### src/rtl/calc_bcd_conv_if.sv
// calc_bcd_conv_if
// Groups the upstream result handshake and the downstream digit handshake
// of the binary-to-BCD result stage into one bundle.
//   upstream:   in_valid, in_ready, op, sum, carry, diff, bout, prod
//   downstream: out_valid, out_ready, bcd_h, bcd_t, bcd_o, neg, err
// modport master: the side that supplies results and consumes digits
// modport slave:  the conversion stage itself
interface calc_bcd_conv_if;
    logic       in_valid;
    logic       in_ready;
    logic [1:0] op;
    logic [3:0] sum;
    logic       carry;
    logic [3:0] diff;
    logic       bout;
    logic [7:0] prod;
    logic       out_valid;
    logic       out_ready;
    logic [3:0] bcd_h;
    logic [3:0] bcd_t;
    logic [3:0] bcd_o;
    logic       neg;
    logic       err;

    modport master (
        output in_valid, op, sum, carry, diff, bout, prod, out_ready,
        input  in_ready, out_valid, bcd_h, bcd_t, bcd_o, neg, err
    );

    modport slave (
        input  in_valid, op, sum, carry, diff, bout, prod, out_ready,
        output in_ready, out_valid, bcd_h, bcd_t, bcd_o, neg, err
    );
endinterface

### src/rtl/calc_bcd_conv.sv
// calc_bcd_conv
// Result stage behind the 4-bit calculator datapath. Accepts one result per
// transaction, picks the magnitude selected by op, converts it to three BCD
// digits with an 8-step double-dabble and holds digits plus sign/error flags
// until the downstream stage takes them.
// Ports:
//   clk    rising-edge clock
//   rst_n  asynchronous active-low reset
//   bus    calc_bcd_conv_if.slave (handshakes, operands, digits, flags)
module calc_bcd_conv (
    input logic            clk,
    input logic            rst_n,
    calc_bcd_conv_if.slave bus
);

    typedef enum logic [1:0] {
        IDLE  = 2'd0,
        SHIFT = 2'd1,
        DONE  = 2'd2
    } state_t;

    state_t      state;
    logic [2:0]  cnt;
    logic [19:0] scratch;
    logic [19:0] scratch_next;
    logic        neg_hold;
    logic        err_hold;

    logic [7:0]  mag;
    logic        mag_neg;
    logic        mag_err;
    logic [4:0]  borrow_mag;

    // Accept only in IDLE; decoded from state so in_valid never reaches in_ready.
    assign bus.in_ready = (state == IDLE);

    // Magnitude select. A borrowed subtraction leaves diff as the two's
    // complement of the true result in 4 bits, so 16-diff recovers |a-b|;
    // 5 bits are needed because diff=0 with borrow means 16.
    always_comb begin
        borrow_mag = 5'd16 - {1'b0, bus.diff};
        mag        = 8'd0;
        mag_neg    = 1'b0;
        mag_err    = 1'b0;
        case (bus.op)
            2'b00: mag = {3'b000, bus.carry, bus.sum};
            2'b01: begin
                if (bus.bout) begin
                    mag     = {3'b000, borrow_mag};
                    mag_neg = 1'b1;
                end else begin
                    mag = {4'b0000, bus.diff};
                end
            end
            2'b10: mag = bus.prod;
            default: begin
                mag     = 8'd0;
                mag_err = 1'b1;
            end
        endcase
    end

    // One double-dabble step: add 3 to every BCD nibble that is 5 or more so
    // the following doubling carries correctly into the next decade, then
    // shift the whole {h,t,o,bin} scratch left by one.
    always_comb begin
        logic [19:0] adj;
        adj = scratch;
        if (adj[19:16] >= 4'd5) adj[19:16] = adj[19:16] + 4'd3;
        if (adj[15:12] >= 4'd5) adj[15:12] = adj[15:12] + 4'd3;
        if (adj[11:8]  >= 4'd5) adj[11:8]  = adj[11:8]  + 4'd3;
        scratch_next = {adj[18:0], 1'b0};
    end

    // Control and datapath registers. Output digits and flags load only on
    // the last shift, so they keep the previous result through IDLE/SHIFT.
    // An invalid opcode still runs all eight steps to keep latency fixed.
    always_ff @(posedge clk or negedge rst_n) begin
        if (!rst_n) begin
            state         <= IDLE;
            cnt           <= 3'd0;
            scratch       <= 20'd0;
            neg_hold      <= 1'b0;
            err_hold      <= 1'b0;
            bus.out_valid <= 1'b0;
            bus.bcd_h     <= 4'd0;
            bus.bcd_t     <= 4'd0;
            bus.bcd_o     <= 4'd0;
            bus.neg       <= 1'b0;
            bus.err       <= 1'b0;
        end else begin
            case (state)
                IDLE: begin
                    if (bus.in_valid) begin
                        scratch  <= {12'd0, mag};
                        neg_hold <= mag_neg;
                        err_hold <= mag_err;
                        cnt      <= 3'd0;
                        state    <= SHIFT;
                    end
                end
                SHIFT: begin
                    scratch <= scratch_next;
                    cnt     <= cnt + 3'd1;
                    if (cnt == 3'd7) begin
                        bus.bcd_h     <= scratch_next[19:16];
                        bus.bcd_t     <= scratch_next[15:12];
                        bus.bcd_o     <= scratch_next[11:8];
                        bus.neg       <= neg_hold;
                        bus.err       <= err_hold;
                        bus.out_valid <= 1'b1;
                        state         <= DONE;
                    end
                end
                DONE: begin
                    if (bus.out_ready) begin
                        bus.out_valid <= 1'b0;
                        state         <= IDLE;
                    end
                end
                default: state <= IDLE;
            endcase
        end
    end

endmodule
### src/flat_wrapper.sv
// flat-port wrapper written by rule: the top's interface ports become plain ports
module calc_bcd_conv_flat 
  (clk, rst_n, bus_in_valid, bus_op, bus_sum, bus_carry, bus_diff, bus_bout, bus_prod, bus_out_ready, bus_in_ready, bus_out_valid, bus_bcd_h, bus_bcd_t, bus_bcd_o, bus_neg, bus_err);
  calc_bcd_conv_if bus_i ();
  input logic clk;
  input logic rst_n;
  input wire logic [$bits(bus_i.in_valid)-1:0] bus_in_valid;
  input wire logic [$bits(bus_i.op)-1:0] bus_op;
  input wire logic [$bits(bus_i.sum)-1:0] bus_sum;
  input wire logic [$bits(bus_i.carry)-1:0] bus_carry;
  input wire logic [$bits(bus_i.diff)-1:0] bus_diff;
  input wire logic [$bits(bus_i.bout)-1:0] bus_bout;
  input wire logic [$bits(bus_i.prod)-1:0] bus_prod;
  input wire logic [$bits(bus_i.out_ready)-1:0] bus_out_ready;
  output wire logic [$bits(bus_i.in_ready)-1:0] bus_in_ready;
  output wire logic [$bits(bus_i.out_valid)-1:0] bus_out_valid;
  output wire logic [$bits(bus_i.bcd_h)-1:0] bus_bcd_h;
  output wire logic [$bits(bus_i.bcd_t)-1:0] bus_bcd_t;
  output wire logic [$bits(bus_i.bcd_o)-1:0] bus_bcd_o;
  output wire logic [$bits(bus_i.neg)-1:0] bus_neg;
  output wire logic [$bits(bus_i.err)-1:0] bus_err;
  assign bus_i.in_valid = bus_in_valid;
  assign bus_i.op = bus_op;
  assign bus_i.sum = bus_sum;
  assign bus_i.carry = bus_carry;
  assign bus_i.diff = bus_diff;
  assign bus_i.bout = bus_bout;
  assign bus_i.prod = bus_prod;
  assign bus_i.out_ready = bus_out_ready;
  assign bus_in_ready = bus_i.in_ready;
  assign bus_out_valid = bus_i.out_valid;
  assign bus_bcd_h = bus_i.bcd_h;
  assign bus_bcd_t = bus_i.bcd_t;
  assign bus_bcd_o = bus_i.bcd_o;
  assign bus_neg = bus_i.neg;
  assign bus_err = bus_i.err;
  calc_bcd_conv u_core (.clk(clk), .rst_n(rst_n), .bus(bus_i));
endmodule
### config.mk
export PLATFORM = sky130hd
export DESIGN_NAME = calc_bcd_conv_flat
export DESIGN_NICKNAME = d
export VERILOG_FILES = /design/src/rtl/calc_bcd_conv_if.sv /design/src/rtl/calc_bcd_conv.sv /design/src/flat_wrapper.sv
export SDC_FILE = /design/constraint.sdc
export NUM_CORES = 1
export LEC_CHECK = 0
export CAP_MARGIN = 20
export CORE_MARGIN = 2
export CORE_UTILIZATION = 46
export DETAILED_ROUTE_END_ITERATION = 8
export PLACE_DENSITY = 0.87
export SYNTH_ARGS = -nofsm -noshare
export SYNTH_HDL_FRONTEND = slang
export SYNTH_SLANG_ARGS = --single-unit
### constraint.sdc
create_clock -name clk -period 1.5 [get_ports clk]
set_input_delay 0.3 -clock clk [delete_from_list [all_inputs] [get_ports clk]]
set_output_delay 0.3 -clock clk [all_outputs]
set_load 0.01 [all_outputs]
==> reports/summary.txt <==
Synth area leaders = dfrtp_1 (50%), o21ai_0 (8.1%), nand2_1 (6.5%)
Nets = 326
Grt total ovfl = 0
Synthesized area per cell = 9.39 um2
Min cycle time layout = 1490 ps
Worst Hold Class = primary input to asynchronous set/reset pin
Clock Skews = 6.18 ps
FP Rows = 24
R2r endpoint = u_core.bus.err$_DFFE_PN0P_
Area delta synth->final = 44.6%
Worst IR Drop VDD = 0.709 mV
Sequential fraction of the synthesis area = 50.2%
H-tree levels = 2
Critical path's most frequent cell = ha_1
PortBufs = 39
First-pass GRT wire length = 7470 um
Wire per inst = 14.3 um
Final ANT Viol Nets = 0
CTS tree = built
Initial antenna violation count = 0
Final core occ = 69.1%
Core Region = 0.00438 mm2
Syn nets = 256
Root Driver = clkbuf_8
Slew @ Worst Pin = 367 ps
Worst-path fanout max = 4
Via count of the first global-routing pass = 1796
Status = completed
CP required = 1690 ps
Post-layout power = 5.69 mW
CP peak stage delay = 420 ps
Largest net degree at the start of global routing = 28
Nature of the critical path endpoint = flip-flop
Clock buffer depth = 2
Synth area leader = dfrtp_1
CP Launch Type = flip-flop
Share of layout cells above drive strength 1 = 22.8%
Starting Density = 47.8%
Reg2Reg Depth = 4
Synth top area share = 50.2%
Synth unique cells = 28
Setup violations, final = 0
Gate Count Post-Synth = 223
Die Y = 71.5 um
Final Cycle Share = 99.3%
Placed Instances = 333
DR pass1 iterations = 4
Worst R2R Start = u_core.cnt[0]$_DFFE_PN0P_
DP Area = 0.00274 mm2
ANT cells = 0
Die Width = 71.5 um
Full die area = 0.00511 mm2
FMAX = 671 MHz
Vias per inst = 5.39
Cell area after synthesis = 0.00209 mm2
Worst reg2reg setup slack = 10 ps
Final instance area = 0.00303 mm2
Final-report hold violation count = 0
Clk sink count = 42
FF+latch count, synth = 42
Yosys warns = 0
Worst skew pair latency = 300 ps
RD Place Congestion = 0.804
Static Leakage = 1.56 nW
GRT Util Overall = 18.8%
Max Cap Viol = 0
Hpwl dp = 3350 um
DRT iter0 DRCs = 143
Vias = 1866
Slew margin rel. = 75.2%
CP arrival = 1680 ps
Pwr dens = 1880 mW/mm2
CP Cell Sequence = ha_1 -> ha_1 -> nand2_4 -> mux2_2
I/O pin cnt = 40
CP max stage cell = dfrtp_1
CTS Buf Count = 5
Drt total wl = 4950 um
Crit Path Class = flip-flop to flip-flop
Setup TNS = 0 ps
Final Slew Violations = 0
Non-Filler Instances = 346
Clk slew on worst S/H paths = 80 ps
Drc violations = 0
-- routing by layer --
layer	vias to the layer above	wire length (um)	share of wire (%)	track usage, %
li1	911	-	-	-
met1	878	1880	38	19.9
met2	62	2670	54	34.2
met3	15	262	5.3	5.63
met4	0	143	2.9	8.60
met5	-	0	0	0
-- what timing repair did --
item	in CTS	in global routing
hold buffers	1	0
setup buffers	1	4
cloned	0	0
pin swaps	2	7
endpoints found under the hold margin	15	0
endpoints found under the setup margin	9	27
resized for setup	10	45
-- Yosys cell counts --
cell type   n
dfrtp_1    42
nand2_1    36
o21ai_0    34
a21oi_1    14
nor2_1     13
inv_1      11
ha_1        9
buf_2       7
mux2_2      6
nand2b_1    6
mux2i_1     5
nor3b_1     5
o31ai_1     5
xnor2_1     5
a22oi_1     4
a31oi_1     4
nand3_1     3
nor3_1      3
nand4_1     2
and2_1      1
and2b_1     1
buf_4       1
clkbuf_1    1
nand2_2     1
nand3b_1    1
nor4b_1     1
o21ai_1     1
o22ai_1     1
-- registers in the layout, summed over array words and instances (netlist names) --
signal / count
u_core.bus.out_valid: 1
u_core.scratch: 20
u_core.bus.bcd_t: 4
u_core.err_hold: 1
u_core.bus.err: 1
u_core.neg_hold: 1
u_core.bus.neg: 1
u_core.state: 2
u_core.cnt: 3
u_core.bus.bcd_o: 4
u_core.bus.bcd_h: 4
-- placed cells by master, fill, tap and decap left out, types with 3 or more instances in the layout --
cell and count:
dlymetal6s2s_1 13, clkdlybuf4s50_1 22, inv_1 7, buf_4 29
o21ai_1 9, a22oi_1 4, xnor2_1 3, ha_4 3
clkbuf_8 6, mux2i_1 5, a21oi_1 11, nor2_1 12
inv_2 4, mux2_2 3, mux2_4 3, ha_1 5
nand2b_1 4, nor3_1 3, nor3b_1 5, a31oi_1 4
o21ai_0 23, o21ai_2 3, nand3_1 3, nand2_1 36
dfrtp_1 42, o31ai_1 5
-- where the power goes --
part,internal (mW),switching [mW],leakage (nW)
sequential,1.61,0.366,0.542
clock,0.370,0.402,0.0472
combinational,1.53,1.42,0.967
-- per-stage QoR --
step	setup WS (ps)	hold slack, ps
after floorplan	4.41	4.41
after global placement	-132	234
after detailed placement	-172	239
after CTS	0.773	461
after global routing	-32.3	470
final	10.7	441
-- worst max-delay path by stage --
stage,start,to
after CTS,u_core.scratch[12]$_DFFE_PN0P_,u_core.bus.bcd_t[2]$_DFFE_PN0P_
after global routing,u_core.scratch[9]$_DFFE_PN0P_,u_core.bus.bcd_o[2]$_DFFE_PN0P_
after floorplan,u_core.scratch[16]$_DFFE_PN0P_,u_core.scratch[18]$_DFFE_PN0P_
after global placement,bus_diff[0],u_core.scratch[2]$_DFFE_PN0P_
final,u_core.cnt[0]$_DFFE_PN0P_,u_core.bus.err$_DFFE_PN0P_
after detailed placement,bus_diff[0],u_core.scratch[2]$_DFFE_PN0P_
-- cell type report --
cell class                      count  area [um2]
Fill cell                         335        1360
Timing Repair Buffer               72         694
Multi-Input combinational cell    161        1080
Clock buffer                        6        82.6
Sequential cell                    42        1050
Inverter                           11        41.3
Tap cell                           52        65.1
Clock inverter                      2        12.5
-- kinds of logic after synthesis --
family | count (synthesis) | synth area share (%)
adders and majority gates | 9 | 5.38
xor gates and xnor gates | 5 | 2.09
AOI/OAI and AO/OA | 63 | 16.4
muxes | 11 | 5.62
DFF | 42 | 50.2
and+or+nand+nor | 73 | 16.1
buffers and inverters | 20 | 4.18
-- critical path: cells and delay by family, from the launching register on --
kind | cells | cell delay [ps]
flip-flops | 1 | 420
adder cells (fa/ha/maj) | 2 | 480
AND/OR/NAND/NOR | 1 | 140
multiplexers | 1 | 340
Note: power is estimated with default switching activity, not from simulation.
